File: src/rtl/unified_mem_arbiter.sv
// rtl/unified_mem_arbiter.sv - fetch/data arbiter for a single-port unified memory
module unified_mem_arbiter #(
    parameter int DATA_WIDTH      = 32,
    parameter int MAX_DATA_STREAK = 4,
    parameter int TIMEOUT         = 16
) (
    input  logic                  clk,
    input  logic                  rst,
    input  logic                  if_req_i,
    input  logic [DATA_WIDTH-1:0] if_addr_i,
    output logic [DATA_WIDTH-1:0] if_rdata_o,
    output logic                  if_ack_o,
    input  logic                  dm_req_i,
    input  logic                  dm_we_i,
    input  logic                  dm_byte_i,
    input  logic [DATA_WIDTH-1:0] dm_addr_i,
    input  logic [DATA_WIDTH-1:0] dm_wdata_i,
    output logic [DATA_WIDTH-1:0] dm_rdata_o,
    output logic                  dm_ack_o,
    output logic                  mem_req_o,
    output logic                  mem_we_o,
    output logic                  mem_byte_o,
    output logic [DATA_WIDTH-1:0] mem_addr_o,
    output logic [DATA_WIDTH-1:0] mem_wdata_o,
    input  logic [DATA_WIDTH-1:0] mem_rdata_i,
    input  logic                  mem_ready_i,
    output logic                  grant_o,
    output logic                  err_o
);
    localparam int STREAK_W = $clog2(MAX_DATA_STREAK + 1);
    localparam int TCNT_W   = $clog2(TIMEOUT + 1);
    localparam logic [STREAK_W-1:0] STREAK_MAX = STREAK_W'(MAX_DATA_STREAK);
    localparam logic [TCNT_W-1:0]   TCNT_LAST  = TCNT_W'(TIMEOUT - 1);

    typedef enum logic [1:0] {
        S_IDLE = 2'd0,
        S_REQ  = 2'd1,
        S_WAIT = 2'd2,
        S_RESP = 2'd3
    } state_t;

    state_t              state;
    logic [STREAK_W-1:0] streak;
    logic [TCNT_W-1:0]   tcnt;
    logic                fetch_starved;

    // A waiting fetch that has watched MAX_DATA_STREAK data grants takes the next slot
    assign fetch_starved = if_req_i && (streak == STREAK_MAX);

    // Transaction FSM: arbitration, memory issue, completion and abort, all outputs registered
    always_ff @(posedge clk or posedge rst) begin
        if (rst) begin
            state       <= S_IDLE;
            streak      <= '0;
            tcnt        <= '0;
            grant_o     <= 1'b0;
            mem_req_o   <= 1'b0;
            mem_we_o    <= 1'b0;
            mem_byte_o  <= 1'b0;
            mem_addr_o  <= '0;
            mem_wdata_o <= '0;
            if_rdata_o  <= '0;
            dm_rdata_o  <= '0;
            if_ack_o    <= 1'b0;
            dm_ack_o    <= 1'b0;
            err_o       <= 1'b0;
        end else begin
            mem_req_o <= 1'b0;
            if_ack_o  <= 1'b0;
            dm_ack_o  <= 1'b0;
            err_o     <= 1'b0;
            case (state)
                S_IDLE: begin
                    if (dm_req_i && !fetch_starved) begin
                        grant_o     <= 1'b1;
                        mem_req_o   <= 1'b1;
                        mem_we_o    <= dm_we_i;
                        mem_byte_o  <= dm_byte_i;
                        mem_addr_o  <= dm_addr_i;
                        mem_wdata_o <= dm_wdata_i;
                        state       <= S_REQ;
                        // data cannot win here with streak at its cap while fetch waits
                        if (if_req_i) begin
                            streak <= streak + STREAK_W'(1);
                        end else begin
                            streak <= '0;
                        end
                    end else if (if_req_i) begin
                        grant_o     <= 1'b0;
                        mem_req_o   <= 1'b1;
                        mem_we_o    <= 1'b0;
                        mem_byte_o  <= 1'b0;
                        mem_addr_o  <= if_addr_i;
                        mem_wdata_o <= '0;
                        state       <= S_REQ;
                        streak      <= '0;
                    end else begin
                        streak <= '0;
                    end
                end
                S_REQ: begin
                    tcnt  <= '0;
                    state <= S_WAIT;
                end
                S_WAIT: begin
                    if (mem_ready_i) begin
                        if (!mem_we_o) begin
                            if (grant_o) dm_rdata_o <= mem_rdata_i;
                            else         if_rdata_o <= mem_rdata_i;
                        end
                        if (grant_o) dm_ack_o <= 1'b1;
                        else         if_ack_o <= 1'b1;
                        state <= S_RESP;
                    end else if (tcnt == TCNT_LAST) begin
                        // abort: a read that never completed returns zero
                        if (!mem_we_o) begin
                            if (grant_o) dm_rdata_o <= '0;
                            else         if_rdata_o <= '0;
                        end
                        if (grant_o) dm_ack_o <= 1'b1;
                        else         if_ack_o <= 1'b1;
                        err_o <= 1'b1;
                        state <= S_RESP;
                    end else begin
                        tcnt <= tcnt + TCNT_W'(1);
                    end
                end
                S_RESP: begin
                    state <= S_IDLE;
                end
                default: begin
                    state <= S_IDLE;
                end
            endcase
        end
    end
endmodule

File: config.mk
export PLATFORM = sky130hd
export DESIGN_NAME = unified_mem_arbiter
export DESIGN_NICKNAME = d
export VERILOG_FILES = /design/src/rtl/unified_mem_arbiter.sv
export SDC_FILE = /design/constraint.sdc
export NUM_CORES = 1
export LEC_CHECK = 0
export CORE_UTILIZATION = 45
export CTS_BUF_LIST = sky130_fd_sc_hd__clkbuf_16
export DETAILED_ROUTE_END_ITERATION = 16
export GPL_ROUTABILITY_DRIVEN = 0
export PLACE_DENSITY = 0.83
export SLEW_MARGIN = 5
export SYNTH_ARGS = -nofsm -noshare
export SYNTH_HDL_FRONTEND = slang
export SYNTH_SLANG_ARGS = --single-unit
File: constraint.sdc
create_clock -name clk -period 9.2 [get_ports clk]
set_input_delay 0.92 -clock clk [delete_from_list [all_inputs] [get_ports clk]]
set_output_delay 0.92 -clock clk [all_outputs]
set_load 0.02 [all_outputs]
## Word level (Yosys, flattened, before mapping)

Cells that the tools add are included.
Widths: inputs -> output; s select.

- Register bits: 145
- Input bits: 135
- Output and inout port bits: 135
- Word-level logic and storage cells: 87

- Add/sub/neg operators: 2
- Equality and inequality tests: 15
- Multiplexer cells: 44
- Reductions and logical operators: 12

Operators with widths:

| kind | number |
|---|---|
| $mux 32 | 16 |
| $mux 1 | 18 |
| $ne 2x2->1 const B | 7 |
| $reduce_and 6->1 | 2 |
| $mux 5 | 2 |
| $pmux 5 s2 | 1 |
| $mux 2 | 4 |
| $pmux 2 s4 | 1 |
| $mux 3 | 2 |
| $ne 3x3->1 const B | 2 |
| $reduce_bool 2->1 | 3 |
| $add 5x1->5 const B | 1 |
| $eq 5x4->1 const B | 1 |
| $eq 2x2->1 const B | 2 |
| $reduce_and 2->1 | 2 |
| $add 3x1->3 const B | 1 |
| $eq 3x3->1 const B | 1 |
| $reduce_and 3->1 | 1 |
| $eq 2x1->1 const B | 1 |
| $logic_and 1x1->1 | 2 |
| $logic_not 2->1 | 1 |
| $ne 2x1->1 const B | 1 |
| $logic_not 1->1 | 1 |

## Longest topological paths before layout

Gate-level depths: netlist (run 1).

- Word-level depth: 6
- Depth in mapped cells: 7
- Gate-level depth less buffers: 6

## Worst setup path before layout (run 1)

No wires, ideal clock.

- Kind: register to register
- Start: register tcnt[0]
- End: register tcnt[3]
- Library setup time: 0.077 ns
- Arrival time: 1.917 ns
- Required time: 9.123 ns
- Setup slack: 7.205 ns
- Cell stages (with the launch flop): 8
- Buffers on the path: 1
- Period minus slack after synthesis: 1.995 ns
- Cells stage by stage: dfrtp_1 > ha_1 > and3_1 > ha_1 > or3b_1 > buf_2 > or3_1 > a21oi_1

- Word-level cells in the longest chain between the ends: 4
- Elaborated cells between the ends (all ways): 7
- Those cells by class: add/sub: 1; eq/ne: 2; mux: 3; reduce/logical: 1

RTL lines:

| item | RTL line | source |
|---|---|---|
| from (decl) | 44 | `logic [TCNT_W-1:0] tcnt;` |
| from (signal assigned) | 125 | `tcnt <= tcnt + TCNT_W'(1);` |
| $add 5x1->5 | 125 |  |
| $mux 5 | 114 | `end else if (tcnt == TCNT_LAST) begin` |
| $mux 5 | 106 | `if (mem_ready_i) begin` |
| $pmux 5 s2 | 72 | `case (state)` |

Parallel ways exist; a longest one is shown, timed or not. The select of a mux whose other input is x is not followed.
A chain may end at the register's enable or synchronous reset.

## Worst setup path in the final report (run 1)

- Start: input if_req_i
- End: register mem_addr_o[7]

- Word-level cells in the longest chain between the ends: 5
- Elaborated cells between the ends (all ways): 6
- Those cells by class: mux: 1; reduce/logical: 5

RTL lines:

| item | RTL line | source |
|---|---|---|
| from (decl) | 9 | `input logic if_req_i,` |
| $logic_and 1x1->1 | 48 | `assign fetch_starved = if_req_i && (streak == STREAK_MAX);` |
| $logic_not 1->1 | 74 | `if (dm_req_i && !fetch_starved) begin` |
| $logic_and 1x1->1 | 74 |  |
| $reduce_bool 2->1 (no line) | n/a |  |
| $reduce_and 2->1 (no line) | n/a |  |
| to (signal assigned) | 79 | `mem_addr_o <= dm_addr_i;` |
| to (signal assigned) | 93 | `mem_addr_o <= if_addr_i;` |
| to (decl) | 23 | `output logic [DATA_WIDTH-1:0] mem_addr_o,` |

Parallel ways exist; a longest one is shown, timed or not.

==> summary.md, run 1 <==
| Metric | Value |
|---|---|
| Syn Std Cell Area | `6080 um2` |
| Antenna violations before repair | `0` |
| Cell row count | `42` |
| Pleak | `0.00409 uW` |
| R2R Setup Slk | `6.57 ns` |
| Iter 0 DRT Violations | `296` |
| Seq/Total Area, Yosys | `0.597` |
| First-pass GRT wire length | `27.7 mm` |
| Area share of the largest cell type after synthesis | `0.597` |
| Worst reg2reg path endpoint | `mem_addr_o[7]$_DFFE_PP0P_` |
| Period utilization | `0.336` |
| Mux cell area share after synthesis | `0.120` |
| Fin nets | `899` |
| Total track usage | `0.256` |
| Post-CTS Resized | `0` |
| Pin count of the biggest net entering global routing | `85` |
| Synthesized Nets | `643` |
| Post-route cell area | `9480 um2` |
| Total CTS buffers | `17` |
| FF/Latch Area | `3630 um2` |
| Port Buf Inserts | `269` |
| Die width | `118 um` |
| Number of synthesized flops with an enable pin | `0` |
| RSZ-0062 raised after global routing | `false` |
| Drt wl/cell | `18.0 um` |
| Max VDD drop | `0.205 mV` |
| Drt via density | `5.36` |
| Synth Area in Adders | `0.0144` |
| Xor and xnor area share after synthesis | `0` |
| Post-CTS setup buffers | `0` |
| Most frequent cells in the layout | `clkdlybuf4s50_1 (269), dfrtp_1 (145), nand2_1 (67)` |
| Fin Setup TNS | `0 ns` |
| Critical path arrival | `3.32 ns` |
| DP Worst Slack | `5.61 ns` |
| Multi-input gate area | `2270 um2` |
| Slowest CP cell | `and2_1` |
| Vias | `5066` |
| Flops & latches, synth | `145` |
| Layout cell share with drive strength beyond 1 | `0.134` |
| Clock Skew | `0.00811 ns` |
| Largest family of logic cells by synthesized area | `simple AND/OR/NAND/NOR gates` |
| Hold Path Class | `reg -> reg` |
| Synth Area in Compound Gates | `0.105` |
| CP bufs+invs | `1` |
| CP endpoint | `mem_addr_o[7]$_DFFE_PP0P_` |
| WP depth | `4` |
| CP Capture Type | `register` |
| Shortest period the worst path allows | `3.09 ns` |
| Worst slew margin | `0.202` |
| Cell type with the largest total area after synthesis | `dfrtp_1` |
| Chip height | `118 um` |
| Grt ovf | `0` |
| DRT antenna net count | `0` |
| Synth Area in Simple Gates | `0.129` |
| # fillers | `897` |
| Ports | `270` |
| Final Hold Fails | `0` |
| Starting Density | `0.461` |
| Worst-Skew Late Latency | `0.42 ns` |
| Vias in the first global route | `5273` |
| Worst Reg-to-Reg Cells | `5` |
| CP peak stage delay | `1.02 ns` |
| Outcome | `complete, no violations` |
| Clock transition at path regs | `0.05 ns` |
| Setup CP Type | `in -> reg` |
| Count of cell types in the netlist | `34` |
| CP Max Fanout | `35` |
| CTS Hold Bufs | `0` |
| Pins Over Slew Limit | `0` |
| Top FF cell, synth | `dfrtp_1` |
| Drt first pass iters | `4` |
| Detailed placement HPWL | `11.9 mm` |
| Final Routed Wirelength | `17.1 mm` |
| Synth Instances | `501` |
| Synthesized area per cell | `12.1 um2` |
| CP Data Required Time | `9.42 ns` |
| CP top delay family | `simple AND/OR/NAND/NOR gates` |
| Final setup margin | `6.11 ns` |
| Power per cell area | `360 nW/um2` |
| Critical path startpoint | `if_req_i` |
| Max Root-Sink Buffers | `2` |
| Critical path launch point type | `input port` |
| Setup violators final | `0` |
| Number of antenna diodes | `0` |
| CTS root buffer | `clkbuf_16` |
| R2R Path Start | `streak[0]$_DFFE_PP0P_` |
| Htree depth | `4` |
| Num Clock Sinks | `145` |
| Ys async rst share | `1.00` |
| Synth warn | `0` |
| Placed cell areas | `8900 um2` |
| Highest clock rate | `0.323 GHz` |
| Residual DRC | `0` |
| Max-Cap Viols | `0` |
| Core area | `13200 um2` |
| Slew @ Worst Pin | `1.20 ns` |
| Die area | `14000 um2` |
| Critical path cell sequence | `clkdlybuf4s50_1 > nand3_2 > and2_1 > o211ai_1` |
| Commonest non-fill, non-tap cell in the layout | `clkdlybuf4s50_1` |
| Layout area overhead | `55.9%` |
| CTS tree | `done` |
| Synth top area cells | `dfrtp_1 (60%), mux2_2 (12%), a22o_1 (4.9%)` |
power by group:
group / leakage (uW) / internal (uW) / switching [uW] / total (uW)
registers: 0.00186 / 942 / 186 / 1130
clock network: 0.000293 / 419 / 250 / 669
logic: 0.00194 / 804 / 811 / 1620
Yosys cell counts, drive strengths merged (2+ instances only):
cell type,number
a21oi,2
a22o,34
and2,33
and3,2
buf,17
clkbuf,22
dfrtp,145
ha,7
inv,10
mux2,65
nand2,67
nand3,6
nand4,32
nor2,5
nor3,2
o211ai,32
o21ai,7
or3,2
kinds of logic (layout without fill, tap and decap cells):
group                    Yosys count  after routing
AO/OA/AOI/OAI                     82             82
multiplexers                      65             65
flip-flops                       145            145
buffers and inverters             49            318
adder cells (fa/ha/maj)            7              7
AND/OR/NAND/NOR                  153            153
worst min-delay path by stage:
stage,end,slack [ns],start,depth (start not counted)
floorplan,tcnt[4]$_DFFE_PP0P_,0.47,tcnt[4]$_DFFE_PP0P_,2
global placement,dm_rdata_o[27]$_DFFE_PP0P_,0.47,dm_rdata_o[27]$_DFFE_PP0P_,1
detailed placement,dm_rdata_o[27]$_DFFE_PP0P_,0.48,dm_rdata_o[27]$_DFFE_PP0P_,1
CTS,dm_rdata_o[27]$_DFFE_PP0P_,0.49,dm_rdata_o[27]$_DFFE_PP0P_,1
global route,mem_wdata_o[19]$_DFFE_PP0P_,0.51,mem_wdata_o[19]$_DFFE_PP0P_,1
finish,dm_rdata_o[27]$_DFFE_PP0P_,0.49,dm_rdata_o[27]$_DFFE_PP0P_,1
per-layer routing:
| metal | vias to the layer above | share of wire | track usage |
|---|---|---|---|
| li1 | 2298 | - | - |
| met3 | 44 | 0.082 | 0.0690 |
| met1 | 2447 | 0.40 | 0.307 |
| met4 | 0 | 0.031 | 0.119 |
| met2 | 277 | 0.49 | 0.428 |
| met5 | - | 0 | 0 |
cell type report:
cell class	instances	area share
Clock buffer	17	0.0449
Clock inverter	15	0.0161
Timing Repair Buffer	276	0.289
Inverter	10	0.00449
Tap cell	176	0.0232
Multi-Input combinational cell	307	0.239
Sequential cell	145	0.383
flip-flops by register name (all words and copies together), names as in the netlist:
name,count
grant_o,1
mem_we_o,1
tcnt,5
state,2
dm_rdata_o,32
mem_byte_o,1
streak,3
mem_req_o,1
dm_ack_o,1
if_rdata_o,32
mem_wdata_o,32
mem_addr_o,32
err_o,1
if_ack_o,1
per-stage QoR:
step / hold WS, ns / util / instances / power (uW)
3_5_place_dp: 0.478 / 0.675 / 914 / 2750
2_1_floorplan: 0.469 / - / 501 / 1950
3_3_place_gp: 0.468 / 0.675 / 914 / 2700
4_1_cts: 0.490 / 0.719 / 946 / 3430
6_report: 0.492 / 0.719 / 946 / 3410
5_1_grt: 0.515 / 0.719 / 946 / 3580
Note: power is estimated with default switching activity, not from simulation.
==> run 2: changes to the inputs <==
--- a/config.mk
+++ b/config.mk
@@ -5,11 +5,11 @@
 export SDC_FILE = /design/constraint.sdc
 export NUM_CORES = 1
 export LEC_CHECK = 0
-export CORE_UTILIZATION = 45
+export CORE_UTILIZATION = 38
 export CTS_BUF_LIST = sky130_fd_sc_hd__clkbuf_16
 export DETAILED_ROUTE_END_ITERATION = 16
 export GPL_ROUTABILITY_DRIVEN = 0
-export PLACE_DENSITY = 0.83
+export PLACE_DENSITY = 0.75
 export SLEW_MARGIN = 5
 export SYNTH_ARGS = -nofsm -noshare
 export SYNTH_HDL_FRONTEND = slang
==> constraint.sdc (replaced) <==
create_clock -name clk -period 2.54 [get_ports clk]
set_input_delay 0.254 -clock clk [delete_from_list [all_inputs] [get_ports clk]]
set_output_delay 0.254 -clock clk [all_outputs]
set_load 0.02 [all_outputs]
==> summary.md, run 2 (synthesis results as in run 1) <==
| Metric | Value |
|---|---|
| Outcome | `complete, no violations` |
| Clock transition at path regs | `0.06 ns (about the same)` |
| Final Hold Fails | `0 (unchanged)` |
| Worst-Skew Late Latency | `0.42 ns (about the same)` |
| Layout area overhead | `59.1%` |
| CP Capture Type | `register` |
| R2R Path Start | `tcnt[0]$_DFFE_PP0P_` |
| Max Root-Sink Buffers | `2 (unchanged)` |
| Setup CP Type | `reg -> reg` |
| Power per cell area | `1300 nW/um2 (+260%)` |
| Port Buf Inserts | `269 (unchanged)` |
| Critical path cell sequence | `ha_1 > and3_1 > ha_1 > or3b_1 > a21boi_0 > mux2_2` |
| Critical path launch point type | `register` |
| Drt via density | `5.11 (-4.6%)` |
| CP Data Required Time | `2.83 ns (-6.59 ns)` |
| R2R Setup Slk | `0.37 ns (-6.20 ns)` |
| Total CTS buffers | `17 (unchanged)` |
| Core area | `15400 um2 (+17%)` |
| RSZ-0062 raised after global routing | `false` |
| Fin Setup TNS | `0 ns (unchanged)` |
| Iter 0 DRT Violations | `269 (-9.1%)` |
| Clock Skew | `0.0106 ns (+0.00249 ns)` |
| Commonest non-fill, non-tap cell in the layout | `clkdlybuf4s50_1` |
| Met2 WL | `8.39 mm (-0.12%)` |
| Highest clock rate | `0.461 GHz` |
| CTS root buffer | `clkbuf_16` |
| Slowest CP cell | `or3b_1` |
| Cell row count | `45 (+7.1%)` |
| Chip height | `129 um (+8.7%)` |
| Starting Density | `0.394 (-0.0669)` |
| First-pass GRT wire length | `26.9 mm (-2.8%)` |
| Ports | `270 (unchanged)` |
| Detailed placement HPWL | `12.7 mm (+6.9%)` |
| Slew @ Worst Pin | `0.696 ns (-0.501 ns)` |
| Met3 wire len | `1.50 mm (+7.6%)` |
| Critical path arrival | `2.46 ns (-0.86 ns)` |
| CTS tree | `done` |
| Die width | `129 um (+8.7%)` |
| Pins Over Slew Limit | `0 (unchanged)` |
| Final Routed Wirelength | `17.6 mm (+3.1%)` |
| WL met1 | `7.42 mm (+10%)` |
| Pin count of the biggest net entering global routing | `56 (-34%)` |
| CP Max Fanout | `11 (-69%)` |
| Most frequent cells in the layout | `clkdlybuf4s50_1 (269), dfrtp_1 (145), nand2_1 (67)` |
| Residual DRC | `0 (unchanged)` |
| Worst reg2reg path endpoint | `state[1]$_DFFE_PP0P_` |
| Vias in the first global route | `5119 (-2.9%)` |
| Setup violators final | `0 (unchanged)` |
| Grt ovf | `0 (unchanged)` |
| Crit-path most repeated cell | `ha_1` |
| Layout cell share with drive strength beyond 1 | `0.148 (+0.0140)` |
| Pwr Total | `12600 uW (+270%)` |
| DRT antenna net count | `0 (unchanged)` |
| Num Clock Sinks | `145 (unchanged)` |
| Worst Reg-to-Reg Cells | `6 (+1)` |
| Worst slew margin | `0.535 (+0.333)` |
| Max VDD drop | `0.778 mV (+280%)` |
| Total track usage | `0.213 (-0.0425)` |
| Shortest period the worst path allows | `2.17 ns` |
| Htree depth | `4 (unchanged)` |
| Post-CTS setup buffers | `0 (unchanged)` |
| Hold Path Class | `in -> async` |
| Number of antenna diodes | `0 (unchanged)` |
| Max-Cap Viols | `0 (unchanged)` |
| Drt first pass iters | `4 (unchanged)` |
| Post-CTS Resized | `0 (unchanged)` |
| Highest routed layer | `met4` |
| CP peak stage delay | `0.50 ns (-0.52 ns)` |
| Vias | `5052 (-0.28%)` |
| CTS Hold Bufs | `0 (unchanged)` |
| Pleak | `0.00413 uW (+1.0%)` |
| Die area | `16500 um2 (+18%)` |
| Antenna violations before repair | `0 (unchanged)` |
| Drt wl/cell | `17.8 um (-1.4%)` |
| Fin nets | `907 (+0.89%)` |
| Period utilization | `0.854` |
run 2: changes by cell type in the layout (fill, tap and decap cells not counted), sizes merged:
cell and change:
buf +8, clkinv -4, inv -1, clkinvlp +5
run 2: worst max path at each step:
stage                             start                   end  slack, ns  depth (start not counted)
detailed placement  tcnt[0]$_DFFE_PP0P_  state[1]$_DFFE_PP0P_       0.39                          6
global placement    tcnt[0]$_DFFE_PP0P_  state[1]$_DFFE_PP0P_       0.47                          6
global route        tcnt[0]$_DFFE_PP0P_  state[1]$_DFFE_PP0P_       0.28                          6
finish              tcnt[0]$_DFFE_PP0P_  state[1]$_DFFE_PP0P_       0.37                          6
CTS                 tcnt[0]$_DFFE_PP0P_  state[1]$_DFFE_PP0P_       0.39                          6
floorplan                           rst    dm_ack_o$_DFF_PP0_       0.47                          1
run 2: metrics by stage:
stage	setup slack, ns	instance area (um2)	hold WS [ns]	util	instances
6_report	0.372	9680	0.301	0.627	989
5_1_grt	0.276	9680	0.336	0.627	989
4_1_cts	0.385	9680	0.313	0.627	989
3_5_place_dp	0.392	9070	0.474	0.588	957
3_3_place_gp	0.473	9070	0.468	0.588	957
2_1_floorplan	0.467	6090	0.394	-	501
run 2: layer usage:
metal / global-route usage / vias to the layer above
li1: - / 2318
met1: 0.267 / 2486
met2: 0.350 / 230
met3: 0.0653 / 18
met4: 0.0761 / 0
met5: 0 / -
run 2: where the power goes:
group	switching, uW	total (uW)	internal, uW
registers	667	4080	3410
clock network	1010	2570	1550
logic	2950	5910	2960
total	4630	12600	7920
run 2: layout make-up:
cell class | instances | area (um2)
Multi-Input combinational cell | 307 | 2270
Clock buffer | 17 | 425
Fill cell | 1229 | 5750
Clock inverter | 15 | 184
Timing Repair Buffer | 284 | 2870
Tap cell | 211 | 264
Inverter | 10 | 41.3
Sequential cell | 145 | 3630
run 2: worst max-delay path, delay by kind of cell (launching register included):
family,cells,cell delay (ns)
AOI/OAI and AO/OA,1,0.21
adders and majority gates,2,0.42
DFF,1,0.41
muxes,1,0.32
and+or+nand+nor,2,0.69
